**src/rtl/vga_timing_pkg.sv**
```systemverilog
// Shared timing constants and helpers for the parametrised VGA timing generator.
// Defaults describe the standard 640x480@60 mode.
package vga_timing_pkg;

  localparam int H_DISPLAY_DEF = 640;
  localparam int H_FRONT_DEF   = 16;
  localparam int H_SYNC_DEF    = 96;
  localparam int H_BACK_DEF    = 48;
  localparam int V_DISPLAY_DEF = 480;
  localparam int V_FRONT_DEF   = 10;
  localparam int V_SYNC_DEF    = 2;
  localparam int V_BACK_DEF    = 33;

  localparam logic SYNC_ACTIVE_LOW = 1'b0;

  function automatic int h_total(int disp, int front, int sync, int back);
    return disp + front + sync + back;
  endfunction

  function automatic int v_total(int disp, int front, int sync, int back);
    return disp + front + sync + back;
  endfunction

endpackage

```
**src/rtl/vga_timing_gen_if.sv**
```systemverilog
// Timing bundle between the generator (master) and pixel logic (slave).
// The consumer owns the pixel clock enable; the generator drives everything else.
interface vga_timing_gen_if #(
  parameter int CW      = 10,
  parameter int FRAME_W = 16
);
  logic               ce;
  logic [CW-1:0]      hpos;
  logic [CW-1:0]      vpos;
  logic               hsync;
  logic               vsync;
  logic               display_on;
  logic               line_start;
  logic               frame_start;
  logic [FRAME_W-1:0] frame_cnt;

  modport master (
    input  ce,
    output hpos, vpos, hsync, vsync, display_on, line_start, frame_start, frame_cnt
  );

  modport slave (
    output ce,
    input  hpos, vpos, hsync, vsync, display_on, line_start, frame_start, frame_cnt
  );
endinterface

```
**src/rtl/vga_timing_gen_delay_line.sv**
```systemverilog
// Clock-enable-qualified shift register of configurable depth; depth 0 is a wire.
// All stages reset to RST_VAL so a reset flushes the pipe to inactive levels.
module delay_line #(
  parameter int           W       = 3,
  parameter int           DEPTH   = 0,
  parameter logic [W-1:0] RST_VAL = '0
) (
  input  logic         clk,
  input  logic         reset,
  input  logic         ce,
  input  logic [W-1:0] d,
  output logic [W-1:0] q
);

  generate
    if (DEPTH == 0) begin : g_bypass
      logic unused_bypass;
      assign unused_bypass = &{1'b0, clk, reset, ce, RST_VAL};
      assign q = d;
    end else begin : g_pipe
      logic [W-1:0] stg_p [DEPTH];

      always_ff @(posedge clk) begin
        if (reset) begin
          for (int i = 0; i < DEPTH; i++) stg_p[i] <= RST_VAL;
        end else if (ce) begin
          stg_p[0] <= d;
          for (int i = 1; i < DEPTH; i++) stg_p[i] <= stg_p[i-1];
        end
      end

      assign q = stg_p[DEPTH-1];
    end
  endgenerate

endmodule

```
**src/rtl/vga_timing_gen.sv**
```systemverilog
// Parametrised VGA timing generator: counters, sync/DE with PIPE_DELAY alignment stages.
// Define VGA_TIMING_FRAME_CNT_EN to build the frame counter; otherwise frame_cnt is tied to 0.
module vga_timing_gen
  import vga_timing_pkg::*;
#(
  parameter int   H_DISPLAY  = H_DISPLAY_DEF,
  parameter int   H_FRONT    = H_FRONT_DEF,
  parameter int   H_SYNC     = H_SYNC_DEF,
  parameter int   H_BACK     = H_BACK_DEF,
  parameter int   V_DISPLAY  = V_DISPLAY_DEF,
  parameter int   V_FRONT    = V_FRONT_DEF,
  parameter int   V_SYNC     = V_SYNC_DEF,
  parameter int   V_BACK     = V_BACK_DEF,
  parameter logic HSYNC_POL  = SYNC_ACTIVE_LOW,
  parameter logic VSYNC_POL  = SYNC_ACTIVE_LOW,
  parameter int   PIPE_DELAY = 0,
  parameter int   CW         = 10,
  parameter int   FRAME_W    = 16
) (
  input  logic             clk,
  input  logic             reset,
  vga_timing_gen_if.master bus
);

  localparam int H_TOTAL = h_total(H_DISPLAY, H_FRONT, H_SYNC, H_BACK);
  localparam int V_TOTAL = v_total(V_DISPLAY, V_FRONT, V_SYNC, V_BACK);

  localparam logic [CW-1:0] H_LAST = CW'(H_TOTAL - 1);
  localparam logic [CW-1:0] V_LAST = CW'(V_TOTAL - 1);

  // Window bounds carry one extra bit so an end equal to 2^CW stays representable.
  localparam logic [CW:0] HS_LO = (CW+1)'(H_DISPLAY + H_FRONT);
  localparam logic [CW:0] HS_HI = (CW+1)'(H_DISPLAY + H_FRONT + H_SYNC);
  localparam logic [CW:0] VS_LO = (CW+1)'(V_DISPLAY + V_FRONT);
  localparam logic [CW:0] VS_HI = (CW+1)'(V_DISPLAY + V_FRONT + V_SYNC);
  localparam logic [CW:0] H_VIS = (CW+1)'(H_DISPLAY);
  localparam logic [CW:0] V_VIS = (CW+1)'(V_DISPLAY);

  function automatic logic in_window(logic [CW-1:0] p, logic [CW:0] lo, logic [CW:0] hi);
    return ({1'b0, p} >= lo) && ({1'b0, p} < hi);
  endfunction

  logic [CW-1:0] h_q, v_q;
  logic [CW-1:0] h_nxt, v_nxt;
  logic          h_wrap, v_wrap;
  logic          hs_p0, vs_p0, de_p0;
  logic [2:0]    sync_q;

  always_comb begin
    h_wrap = (h_q == H_LAST);
    v_wrap = (v_q == V_LAST);
    h_nxt  = h_wrap ? '0 : h_q + CW'(1);
    v_nxt  = v_q;
    if (h_wrap) v_nxt = v_wrap ? '0 : v_q + CW'(1);
  end

  // Stage 0: decoded from the next position so it lines up with hpos/vpos.
  always_ff @(posedge clk) begin
    if (reset) begin
      h_q   <= '0;
      v_q   <= '0;
      hs_p0 <= ~HSYNC_POL;
      vs_p0 <= ~VSYNC_POL;
      de_p0 <= 1'b0;
    end else if (bus.ce) begin
      h_q   <= h_nxt;
      v_q   <= v_nxt;
      hs_p0 <= in_window(h_nxt, HS_LO, HS_HI) ? HSYNC_POL : ~HSYNC_POL;
      vs_p0 <= in_window(v_nxt, VS_LO, VS_HI) ? VSYNC_POL : ~VSYNC_POL;
      de_p0 <= ({1'b0, h_nxt} < H_VIS) && ({1'b0, v_nxt} < V_VIS);
    end
  end

  delay_line #(
    .W       (3),
    .DEPTH   (PIPE_DELAY),
    .RST_VAL ({~HSYNC_POL, ~VSYNC_POL, 1'b0})
  ) u_sync_dly (
    .clk   (clk),
    .reset (reset),
    .ce    (bus.ce),
    .d     ({hs_p0, vs_p0, de_p0}),
    .q     (sync_q)
  );

  assign bus.hpos        = h_q;
  assign bus.vpos        = v_q;
  assign bus.hsync       = sync_q[2];
  assign bus.vsync       = sync_q[1];
  assign bus.display_on  = sync_q[0];
  assign bus.line_start  = bus.ce && (h_q == '0);
  assign bus.frame_start = bus.ce && (h_q == '0) && (v_q == '0);

`ifdef VGA_TIMING_FRAME_CNT_EN
  logic [FRAME_W-1:0] frame_q;

  always_ff @(posedge clk) begin
    if (reset) begin
      frame_q <= '0;
    end else if (bus.ce && h_wrap && v_wrap) begin
      frame_q <= frame_q + FRAME_W'(1);
    end
  end

  assign bus.frame_cnt = frame_q;
`else
  assign bus.frame_cnt = {FRAME_W{1'b0}};
`endif

endmodule

```
**src/flat_wrapper.sv**
```systemverilog
// flat-port wrapper written by rule: the top's interface ports become plain ports
module vga_timing_gen_flat import vga_timing_pkg::*;
#(
  parameter int   H_DISPLAY  = H_DISPLAY_DEF,
  parameter int   H_FRONT    = H_FRONT_DEF,
  parameter int   H_SYNC     = H_SYNC_DEF,
  parameter int   H_BACK     = H_BACK_DEF,
  parameter int   V_DISPLAY  = V_DISPLAY_DEF,
  parameter int   V_FRONT    = V_FRONT_DEF,
  parameter int   V_SYNC     = V_SYNC_DEF,
  parameter int   V_BACK     = V_BACK_DEF,
  parameter logic HSYNC_POL  = SYNC_ACTIVE_LOW,
  parameter logic VSYNC_POL  = SYNC_ACTIVE_LOW,
  parameter int   PIPE_DELAY = 0,
  parameter int   CW         = 10,
  parameter int   FRAME_W    = 16
)
  (clk, reset, bus_ce, bus_hpos, bus_vpos, bus_hsync, bus_vsync, bus_display_on, bus_line_start, bus_frame_start, bus_frame_cnt);
  vga_timing_gen_if #(.CW(CW), .FRAME_W(FRAME_W)) bus_i ();
  input  logic clk;
  input  logic reset;
  input wire logic [$bits(bus_i.ce)-1:0] bus_ce;
  output wire logic [$bits(bus_i.hpos)-1:0] bus_hpos;
  output wire logic [$bits(bus_i.vpos)-1:0] bus_vpos;
  output wire logic [$bits(bus_i.hsync)-1:0] bus_hsync;
  output wire logic [$bits(bus_i.vsync)-1:0] bus_vsync;
  output wire logic [$bits(bus_i.display_on)-1:0] bus_display_on;
  output wire logic [$bits(bus_i.line_start)-1:0] bus_line_start;
  output wire logic [$bits(bus_i.frame_start)-1:0] bus_frame_start;
  output wire logic [$bits(bus_i.frame_cnt)-1:0] bus_frame_cnt;
  assign bus_i.ce = bus_ce;
  assign bus_hpos = bus_i.hpos;
  assign bus_vpos = bus_i.vpos;
  assign bus_hsync = bus_i.hsync;
  assign bus_vsync = bus_i.vsync;
  assign bus_display_on = bus_i.display_on;
  assign bus_line_start = bus_i.line_start;
  assign bus_frame_start = bus_i.frame_start;
  assign bus_frame_cnt = bus_i.frame_cnt;
  vga_timing_gen #(.H_DISPLAY(H_DISPLAY), .H_FRONT(H_FRONT), .H_SYNC(H_SYNC), .H_BACK(H_BACK), .V_DISPLAY(V_DISPLAY), .V_FRONT(V_FRONT), .V_SYNC(V_SYNC), .V_BACK(V_BACK), .HSYNC_POL(HSYNC_POL), .VSYNC_POL(VSYNC_POL), .PIPE_DELAY(PIPE_DELAY), .CW(CW), .FRAME_W(FRAME_W)) u_core (.clk(clk), .reset(reset), .bus(bus_i));
endmodule
```
**config.mk**
```make
export PLATFORM = sky130hd
export DESIGN_NAME = vga_timing_gen_flat
export DESIGN_NICKNAME = d
export VERILOG_FILES = /design/src/rtl/vga_timing_pkg.sv /design/src/rtl/vga_timing_gen_if.sv /design/src/rtl/vga_timing_gen_delay_line.sv /design/src/rtl/vga_timing_gen.sv /design/src/flat_wrapper.sv
export SDC_FILE = /design/constraint.sdc
export NUM_CORES = 1
export LEC_CHECK = 0
export CAP_MARGIN = 15
export CORE_AREA = 2 2 65 67
export DETAILED_ROUTE_END_ITERATION = 12
export DIE_AREA = 0 0 67 69
export GPL_TIMING_DRIVEN = 1
export HOLD_SLACK_MARGIN = 0.12
export PLACE_DENSITY = 0.79
export SLEW_MARGIN = 10
export SYNTH_ARGS = -nofsm -noshare
export SYNTH_HDL_FRONTEND = slang
export SYNTH_SLANG_ARGS = --single-unit
export TNS_END_PERCENT = 100
```
**constraint.sdc**
```tcl
create_clock -name clk -period 2.2 [get_ports clk]
set_clock_uncertainty 0.1 [all_clocks]
set_input_delay 0.33 -clock clk [delete_from_list [all_inputs] [get_ports clk]]
set_output_delay 0.33 -clock clk [all_outputs]
set_load 0.05 [all_outputs]
```
==> metrics.cfg <==
[pwr]
internal_power_mw=0.606
p_leak_nw=0.797
p_per_area_mw_per_mm2=417
switching_share=0.323
clkPwrFrac=0.311
p_switching_mw=0.289
p_seq_frac=0.476
pwr-share-comb=0.214
max-vdd-ir-drop_mv=0.342

[worst_setup_path]
crit_required_ns=1.77
endpoint=bus_frame_start
crit_arrival_ns=1.77
crit_buf_inv=2
cp.depth=7
crit_slowest_cell=dfxtp_4
crit_type=reg2out
worst_path_largest_cell_delay_ns=0.35
crit_family=simple AND/OR/NAND/NOR gates
critPathCaptureType=output pin
reg2regPathDepth=7
cp-startpoint=u_core.bus.hpos[1]
crit_chain=inv_2 > ha_4 > nor4b_4 > nand2_2 > nor4_4 > and4_4 > buf_12
start_kind=flop
reg2reg_from=u_core.bus.hpos[0]
r2r-end=u_core.bus.vpos[3]
crit_fanout=2
reg2reg_slack_ns=0.13

[detailed_routing]
routed_wl_mm=4.44
viasPerCell=5.67
drc=0
initialDrtViolationCount=190
drtAntennaViolNets=0
routedWlPerCell_um=14.2
dr.pass1.iters=5
via_count=1781

[synth]
ys_warn_count=0
synth_area_mm2=0.00168
async_reset_ff_frac=0
synth_area_per_cell_um2=7.19
ys_seq_area_frac=0.275
ys.flop_type=dfxtp_1
synthCells=233
yosys-top-cells-area=dfxtp_1 (27%), buf_4 (8.1%), a21oi_1 (6.3%)
yosysTopAreaCell=dfxtp_1
synth_edf_count=0
synth_cell_types=46
netlist.area_leader.share=0.275
synth-seq-cells=23

[timing]
rsz0062_at_grt=true
slew_headroom=0.621
period_needed_ns=2.20
slew_viol_final=0
worst_slack_ns=-0.00446
tightest_slew_ns=0.564
fmax_ghz=0.454
fin_setup_tns_ns=-0.00446
finalSetupViolations=1
finalHoldViolations=0
period_share=1.00

[clock_tree]
hold_buffers=0
clockRootBuffer=clkbuf_8
cts_sinks=23
clkTransAtPathRegs_ns=0.09
cts.path.max_buffers=2
cts_tree=done
clk_latency_ns=0.27
cts_buffers=3
htreeDepth=1

[floorplanning]
die_h_um=69
initial_core_util=0.428
core_area_mm2=0.00391
fp-row-count=23
ios=44
dieArea_mm2=0.00462
die_width_um=67

[global_routing]
grt_start_max_net_pins=24
antenna_found_initial=0
grt_pass1_wl_mm=7.45
grt.total_usage=0.199
grt_pass1_vias=1609
grt_overflow_total=0

[place]
dpl_cell_area_mm2=0.00205
post-dp-hpwl_mm=3.05
place.gp.congestion=0.885
pre_cts_slack_ns=0.119
io_buffers=27

[min_path]
min_path_type=reg2reg

[run_status]
outcome=complete, but fails checks
violations=negative setup slack

[run]
drv_cap=0

[finish]
final_util=0.549
drive_gt1_frac=0.167
finalInstanceArea_mm2=0.00215
fin_nets=272
fillers=395
areaGrowthSynthToFinish_pct=28.2
antennaDiodeCount=0

## state kept, by name, indices dropped and copies added, names as in the netlist
register	flops
u_core.vs_p0	1
u_core.bus.hpos	10
u_core.hs_p0	1
u_core.de_p0	1
u_core.bus.vpos	10
## logic make-up after synthesis
group                      after synthesis  synth area share
AOI/OAI and AO/OA                       48             0.178
xor gates and xnor gates                 5            0.0261
adders and majority gates                4            0.0299
buffers and inverters                   39             0.134
DFF                                     23             0.275
muxes                                    2            0.0119
other                                    1           0.00224
and+or+nand+nor                        111             0.344
## power groups by stage
stage / registers [mW] / logic, mW / clock network (mW)
CTS: 0.426 / 0.191 / 0.287
global route: 0.427 / 0.201 / 0.305
detailed placement: 0.440 / 0.180 / 0
global placement: 0.439 / 0.179 / 0
floorplan: 0.456 / 0.136 / 0
finish: 0.426 / 0.191 / 0.278
## worst register-to-register path: cells and delay by family, from the launching register on
family / cells / cell delay, ns
simple gates: 4 / 1.10
flops: 1 / 0.36
fa+ha+maj: 1 / 0.17
buf+inv: 1 / 0.14
compound gates: 1 / 0.14
## metrics by stage
step	std cells	total power, mW	hold WS [ns]
floorplan	248	0.593	0.309
global placement	306	0.617	0.365
detailed placement	306	0.620	0.370
finish	314	0.895	0.381
global route	314	0.933	0.406
CTS	313	0.903	0.382
## worst min-delay path by stage
stage	startpoint	end	slack, ns	cells after the start
5_1_grt	u_core.de_p0	u_core.de_p0	0.41	2
6_report	u_core.de_p0	u_core.de_p0	0.38	2
3_5_place_dp	u_core.de_p0	u_core.de_p0	0.37	2
3_3_place_gp	u_core.de_p0	u_core.de_p0	0.36	2
4_1_cts	u_core.de_p0	u_core.de_p0	0.38	2
2_1_floorplan	reset	u_core.bus.vpos[9]	0.31	1
## layout make-up
type                            count  area, um2  area share
Multi-Input combinational cell    186       1110       0.519
Sequential cell                    23        482       0.224
Timing Repair Buffer               44        418       0.195
Tap cell                           50       62.6      0.0291
Clock buffer                        4       45.0      0.0210
Inverter                            7       26.3      0.0122
## cells in the mapped netlist (all sizes together), types with 2 or more instances
master  number
a21oi       22
o31ai        3
nand4b       2
nand3       12
and4         4
buf         22
nor2        28
a211oi       4
clkbuf      10
dfxtp       23
ha           4
mux2i        2
nor4         5
and3         7
a311oi       2
a31oi        2
nor2b        3
nor3        11
xor2         4
inv          7
nand2       20
o21ai        7
or3          3
and2         5
nand2b       2
nand4        6
## per-layer routing
layer / share of wire / GRT usage
met1: 0.43 / 0.257
met2: 0.49 / 0.332
met3: 0.068 / 0.0440
met4: 0.018 / 0.0476
met5: 0 / 0
## cells in the final DEF (no fill, tap or decap), types with 3 or more instances in the layout
cell | netlist | routed
nor3_1 | 10 | 9
and2_1 | 5 | 5
conb_1 | 1 | 16
nand2_1 | 20 | 18
nor2b_1 | 3 | 3
clkbuf_8 | 0 | 3
nand3_1 | 12 | 12
nand4_1 | 6 | 6
o21ai_1 | 6 | 6
inv_1 | 7 | 5
ha_1 | 4 | 3
a21oi_1 | 21 | 21
dfxtp_1 | 23 | 14
or3_1 | 3 | 3
and3_1 | 7 | 7
o31ai_1 | 3 | 3
a211oi_1 | 4 | 4
nor2_1 | 28 | 28
clkdlybuf4s50_1 | 0 | 25
dfxtp_2 | 0 | 5
xor2_1 | 4 | 4
buf_4 | 18 | 17
dfxtp_4 | 0 | 4
nor4_1 | 5 | 4
## repair_timing
action	4_1_cts	5_1_grt
pin swaps	4	4
setup buffers	3	1
endpoints found under the setup margin	2	12
gates resized for setup	2	3
(Power assumes the default switching activity.)
